<file path="src/rtl/mult_pkg.sv">
`default_nettype none
// ============================================================================
// Module      : mult_pkg
// Description : Shared types and defaults for the shift-add multiplier slice.
// Revision    : 1.0 - initial release
// ============================================================================
package mult_pkg;

    localparam int N_DEFAULT = 4;

    // Strobes arriving from the multiplier control FSM.
    typedef struct packed {
        logic load;
        logic ad;
        logic sh;
        logic done;
    } ctrl_t;

    // Status returned to the control FSM.
    typedef struct packed {
        logic m;
        logic k;
    } status_t;

endpackage : mult_pkg
`default_nettype wire

</file>
<file path="src/rtl/mult_shift_counter.sv">
`default_nettype none
// ============================================================================
// Module      : mult_shift_counter
// Description : Counts completed shifts and flags the last (Nth) one.
// Revision    : 1.0 - initial release
// ============================================================================
module mult_shift_counter #(
    parameter int N  = 4,
    parameter int CW = $clog2(N)
) (
    input  logic          Clk,
    input  logic          Rst,
    input  logic          Clr,
    input  logic          Inc,
    input  logic          Sh,
    output logic [CW-1:0] Count,
    output logic          K
);

    localparam logic [CW-1:0] c_last = CW'(N - 1);

    logic [CW-1:0] r_count;
    logic          w_at_last;

    assign w_at_last = (r_count == c_last);

    always_ff @(posedge Clk or posedge Rst) begin
        if (Rst) begin
            r_count <= '0;
        end else if (Clr) begin
            r_count <= '0;
        end else if (Inc) begin
            // Explicit wrap so non-power-of-two N still cycles through 0..N-1.
            r_count <= w_at_last ? '0 : r_count + 1'b1;
        end
    end

    assign Count = r_count;
    assign K     = Sh & w_at_last;

endmodule : mult_shift_counter
`default_nettype wire

</file>
<file path="src/rtl/mult_datapath.sv">
`default_nettype none
// ============================================================================
// Module      : mult_datapath
// Description : Shift-add multiplier datapath driven by the control FSM
//               strobes; holds operands, accumulator and the result register.
// Revision    : 1.0 - initial release
// ============================================================================
module mult_datapath
    import mult_pkg::*;
#(
    parameter int N  = N_DEFAULT,
    parameter int CW = $clog2(N)
) (
    input  logic           Clk,
    input  logic           Rst,
    input  logic [N-1:0]   Multiplicand,
    input  logic [N-1:0]   Multiplier,
    input  logic           Load,
    input  logic           Ad,
    input  logic           Sh,
    input  logic           Done,
    output logic           M,
    output logic           K,
    output logic           Busy,
    output logic [2*N-1:0] Product,
    output logic           Valid
);

    ctrl_t          w_ctrl;
    status_t        w_status;
    logic           w_lde;
    logic           w_cnt_inc;
    logic           w_k_raw;
    logic [N:0]     w_sum;
    logic [CW-1:0]  w_count;

    logic [2*N:0]   r_acc;
    logic [N-1:0]   r_mcand;
    logic           r_load_q;
    logic           r_busy;
    logic [2*N-1:0] r_product;
    logic           r_valid;

    assign w_ctrl    = '{load: Load, ad: Ad, sh: Sh, done: Done};
    assign w_lde     = w_ctrl.load & ~r_load_q;
    assign w_cnt_inc = w_ctrl.sh & ~w_lde;
    assign w_sum     = {1'b0, r_acc[2*N-1:N]} + {1'b0, r_mcand};

    mult_shift_counter #(
        .N  (N),
        .CW (CW)
    ) u_shift_counter (
        .Clk   (Clk),
        .Rst   (Rst),
        .Clr   (w_lde),
        .Inc   (w_cnt_inc),
        .Sh    (w_ctrl.sh),
        .Count (w_count),
        .K     (w_k_raw)
    );

    always_ff @(posedge Clk or posedge Rst) begin
        if (Rst) begin
            r_acc    <= '0;
            r_mcand  <= '0;
            r_load_q <= 1'b0;
        end else begin
            r_load_q <= w_ctrl.load;
            if (w_lde) begin
                r_acc   <= {{(N+1){1'b0}}, Multiplier};
                r_mcand <= Multiplicand;
            end else if (w_ctrl.ad && w_ctrl.sh) begin
                r_acc <= {1'b0, w_sum, r_acc[N-1:1]};
            end else if (w_ctrl.ad) begin
                r_acc[2*N:N] <= w_sum;
            end else if (w_ctrl.sh) begin
                r_acc <= {1'b0, r_acc[2*N:1]};
            end
        end
    end

    // Done samples the pre-load accumulator even when a new load lands on the same edge.
    always_ff @(posedge Clk or posedge Rst) begin
        if (Rst) begin
            r_busy    <= 1'b0;
            r_product <= '0;
            r_valid   <= 1'b0;
        end else begin
            r_valid <= w_ctrl.done;
            if (w_ctrl.done) begin
                r_product <= r_acc[2*N-1:0];
            end
            if (w_lde) begin
                r_busy <= 1'b1;
            end else if (w_ctrl.done) begin
                r_busy <= 1'b0;
            end
        end
    end

    // Status is forced low while reset is held, even if Load is asserted.
    assign w_status.m = ~Rst & (w_lde ? Multiplier[0] : r_acc[0]);
    assign w_status.k = ~Rst & w_k_raw;

    assign M       = w_status.m;
    assign K       = w_status.k;
    assign Busy    = r_busy;
    assign Product = r_product;
    assign Valid   = r_valid;

    // The counter value itself is only consumed through K.
    logic w_unused;
    assign w_unused = ^w_count;

endmodule : mult_datapath
`default_nettype wire
</file>
<file path="config.mk">
export PLATFORM = sky130hd
export DESIGN_NAME = mult_datapath
export DESIGN_NICKNAME = d
export VERILOG_FILES = /design/src/rtl/mult_pkg.sv /design/src/rtl/mult_shift_counter.sv /design/src/rtl/mult_datapath.sv
export SDC_FILE = /design/constraint.sdc
export NUM_CORES = 1
export LEC_CHECK = 0
export ABC_AREA = 1
export CORE_AREA = 2 2 86 63
export CTS_CLUSTER_DIAMETER = 120
export DETAILED_ROUTE_END_ITERATION = 10
export DIE_AREA = 0 0 88 65
export DONT_BUFFER_PORTS = 1
export GPL_ROUTABILITY_DRIVEN = 0
export PLACE_DENSITY = 0.51
export SLEW_MARGIN = 20
export SYNTH_ARGS = -nofsm -noshare
export SYNTH_HDL_FRONTEND = slang
export SYNTH_SLANG_ARGS = --single-unit
</file>
<file path="constraint.sdc">
create_clock -name Clk -period 1.6 [get_ports Clk]
set_input_delay 0.32 -clock Clk [delete_from_list [all_inputs] [get_ports Clk]]
set_output_delay 0.32 -clock Clk [all_outputs]
set_load 0.05 [all_outputs]
</file>
==> qor.csv <==
metric,value,unit
Pins Over Slew Limit,0,
Worst Skew,0.003307,ns
Synth area leader,dfrtp_1,
Least-Margin Pin Slew,0.4805,ns
multi-input logic area,616.8,um2
Power Total,2.022,mW
crit end category,primary output,
initial core utilization,27.52,%
clock network fraction of design power,27.6,%
dpl hpwl,2.136,mm
VDD IR max,0.3702,mV
Rows,22,
final setup fails,0,
Worst Hold Class,input pin to flop,
I/O Pins,26,
register area,650.6,um2
synthesized flop and latch total,26,
highest clock rate,0.6555,GHz
Syn Inst Count,154,
Placed Area,0.001478,mm2
via count,994,
gr usage total,11.53,%
Wirelength per Cell,12.30,um
synthesis-to-finish area growth,16.61,%
Avg Inst Size Synth,8.905,um2
switching share of power,35.69,%
Die X,88,um
die area,0.005720,mm2
post-synth cell types,23,
vias per inst,4.230,
Post-Syn Nets,174,
core footprint,0.004982,mm2
"Reg clk slew, reported paths",0.09,ns
Buffers on Ports,0,
Yosys Warn Count,0,
fin nets,184,
CP max stage cell,dfrtp_1,
Overflow after GRT,0,
diode count,0,
initial antenna violation count,0,
CP max stage delay,0.38,ns
synthesized cell area,0.001371,mm2
pre-CTS WS,0.05465,ns
Max-cap violations,0,
"Hold Vio Cnt, Final",0,
vias in the first global route,967,
period utilization,95.35,%
DRC Markers,0,
data required time of the worst path,1.28,ns
Psw,721.4,uW
die height,65,um
final instance area,0.001599,mm2
pwr dens,1264,mW/mm2
power share of the sequential group,50.2,%
setup_tns,0,ns
Internal,1.300,mW
"commonest non-fill, non-tap cell in the layout",nand2_1,
startpoint types,flop,
status,"finished, final reports clean",
critical setup path kind,flop to primary output,
TritonCTS clock tree,built,
clk sinks,26,
Leak,0.7947,nW
Critical Path Most Common Cell,inv_2,
final antenna-violating net count,0,
first-pass GRT wire length,5.002,mm
share of post-route cells with drive strength above 1,22.70,%
worst path cell trace,inv_2 -> nand2_4 -> inv_2 -> nand2_2 -> a21oi_4 -> buf_12,
"Seq/Total Area, Yosys",47.45,%
FILL cells,541,
largest net degree at the start of global routing,27,
fin crit period,1.526,ns
CTS root buffer,clkbuf_8,
WL final,2.890,mm
highest-count cells in the layout ignoring fill and taps,"nand2_1 (45), dfrtp_1 (26), nand3_1 (15)",
most area-consuming cells after synthesis,"dfrtp_1 (47%), nand2_1 (13%), nand3_1 (5.5%)",
DRT iter0 DRCs,65,
setup slack after layout,0.07435,ns
worst-path fanout max,3,
Clock Latency Late Sink,0.28,ns
Slew headroom,67.97,%
Clock Tree Buf Depth,2,
CTS Buf Count,3,
DRT Pass-1 Iters,4,
combinational power share,22.2,%
top-area cell type share of the netlist area,47.45,%
htree depth,1,
Worst EP arrival,1.21,ns
power by group through the flow:
stage,registers [mW],logic (mW),clock network (mW)
6_report,1.02,0.449,0.557
5_1_grt,1.03,0.533,0.605
4_1_cts,1.02,0.431,0.576
3_5_place_dp,1.03,0.427,0
3_3_place_gp,1.03,0.425,0
2_1_floorplan,1.00,0.343,0
flip-flops by register name, indices dropped and copies added (netlist names):
name,flops
u_shift_counter.Count,2
Busy,1
r_load_q,1
Valid,1
r_mcand,4
Product,8
r_acc,9
cell usage after synthesis:
master	instances
ha_1	5
o211ai_2	1
o221ai_2	1
nor2_1	9
buf_4	1
nand2_2	1
nor2_2	1
nand2_4	3
o21ai_0	3
dfrtp_1	26
inv_4	2
a21oi_2	1
fa_1	1
a21oi_1	7
nand3_1	15
mux2_2	5
inv_1	15
o21ai_1	1
nand2_1	46
buf_6	4
inv_2	3
o221ai_1	2
o31ai_2	1
critical path: cells and delay by family, from the launching register on:
| family | cells | cell delay (ns) |
|---|---|---|
| flip-flops | 1 | 0.38 |
| buffers and inverters | 3 | 0.27 |
| AO/OA/AOI/OAI | 1 | 0.15 |
| AND/OR/NAND/NOR | 2 | 0.13 |
logic make-up (layout without fill, tap and decap cells):
family / count (synthesis) / in the layout / synth area share, %
fa+ha+maj: 6 / 6 / 6.022
buf+inv: 25 / 34 / 9.671
flops: 26 / 26 / 47.44
simple gates: 75 / 75 / 23.91
mux: 5 / 5 / 4.106
compound gates: 17 / 17 / 8.849
per-stage QoR:
step | util (%) | hold WS (ns) | instances
finish | 32.09 | 0.06015 | 235
CTS | 31.44 | 0.05328 | 234
global route | 32.09 | 0.03777 | 235
detailed placement | 29.66 | 0.2948 | 228
floorplan | - | 0.3514 | 154
global placement | 29.66 | 0.2936 | 228
cell type report:
type,instances,share of cell area (%)
Sequential cell,26,40.69
Timing Repair Buffer,10,5.634
Tap cell,72,5.634
Inverter,20,5.008
Clock inverter,1,1.878
Clock buffer,3,2.582
Multi-Input combinational cell,103,38.58
worst paths after layout:
check	startpoint	endpoint	slack [ns]	cells past startpoint
worst max-delay path	r_load_q$_DFF_PP0_	M	0.07	6
worst min-delay path	Load	r_load_q$_DFF_PP0_	0.06	0
worst max register to register	r_acc[4]$_DFFE_PP0P_	r_acc[5]$_DFFE_PP0P_	0.08	6
worst min register to register	r_mcand[2]$_DFFE_PP0P_	r_mcand[2]$_DFFE_PP0P_	0.51	2
max in group asynchronous	Rst	r_acc[7]$_DFFE_PP0P_	0.80	3
min in group asynchronous	Rst	r_load_q$_DFF_PP0_	0.55	3
per-layer routing:
metal  share of wire (%)  GRT usage [%]
met5                   0              0
met3                 7.2          4.204
met4                0.66          2.308
met1                  57          19.23
met2                  36          13.35
repair_timing:
item / in CTS / in global routing
pin swaps: 2 / 2
resized for setup: 1 / 5
buffers inserted: 1 / 1
gates cloned: 0 / 0
setup endpoints to repair: 1 / 5
hold buffers: 1 / 0
hold endpoints to repair: 26 / 0
(Power assumes the default switching activity.)
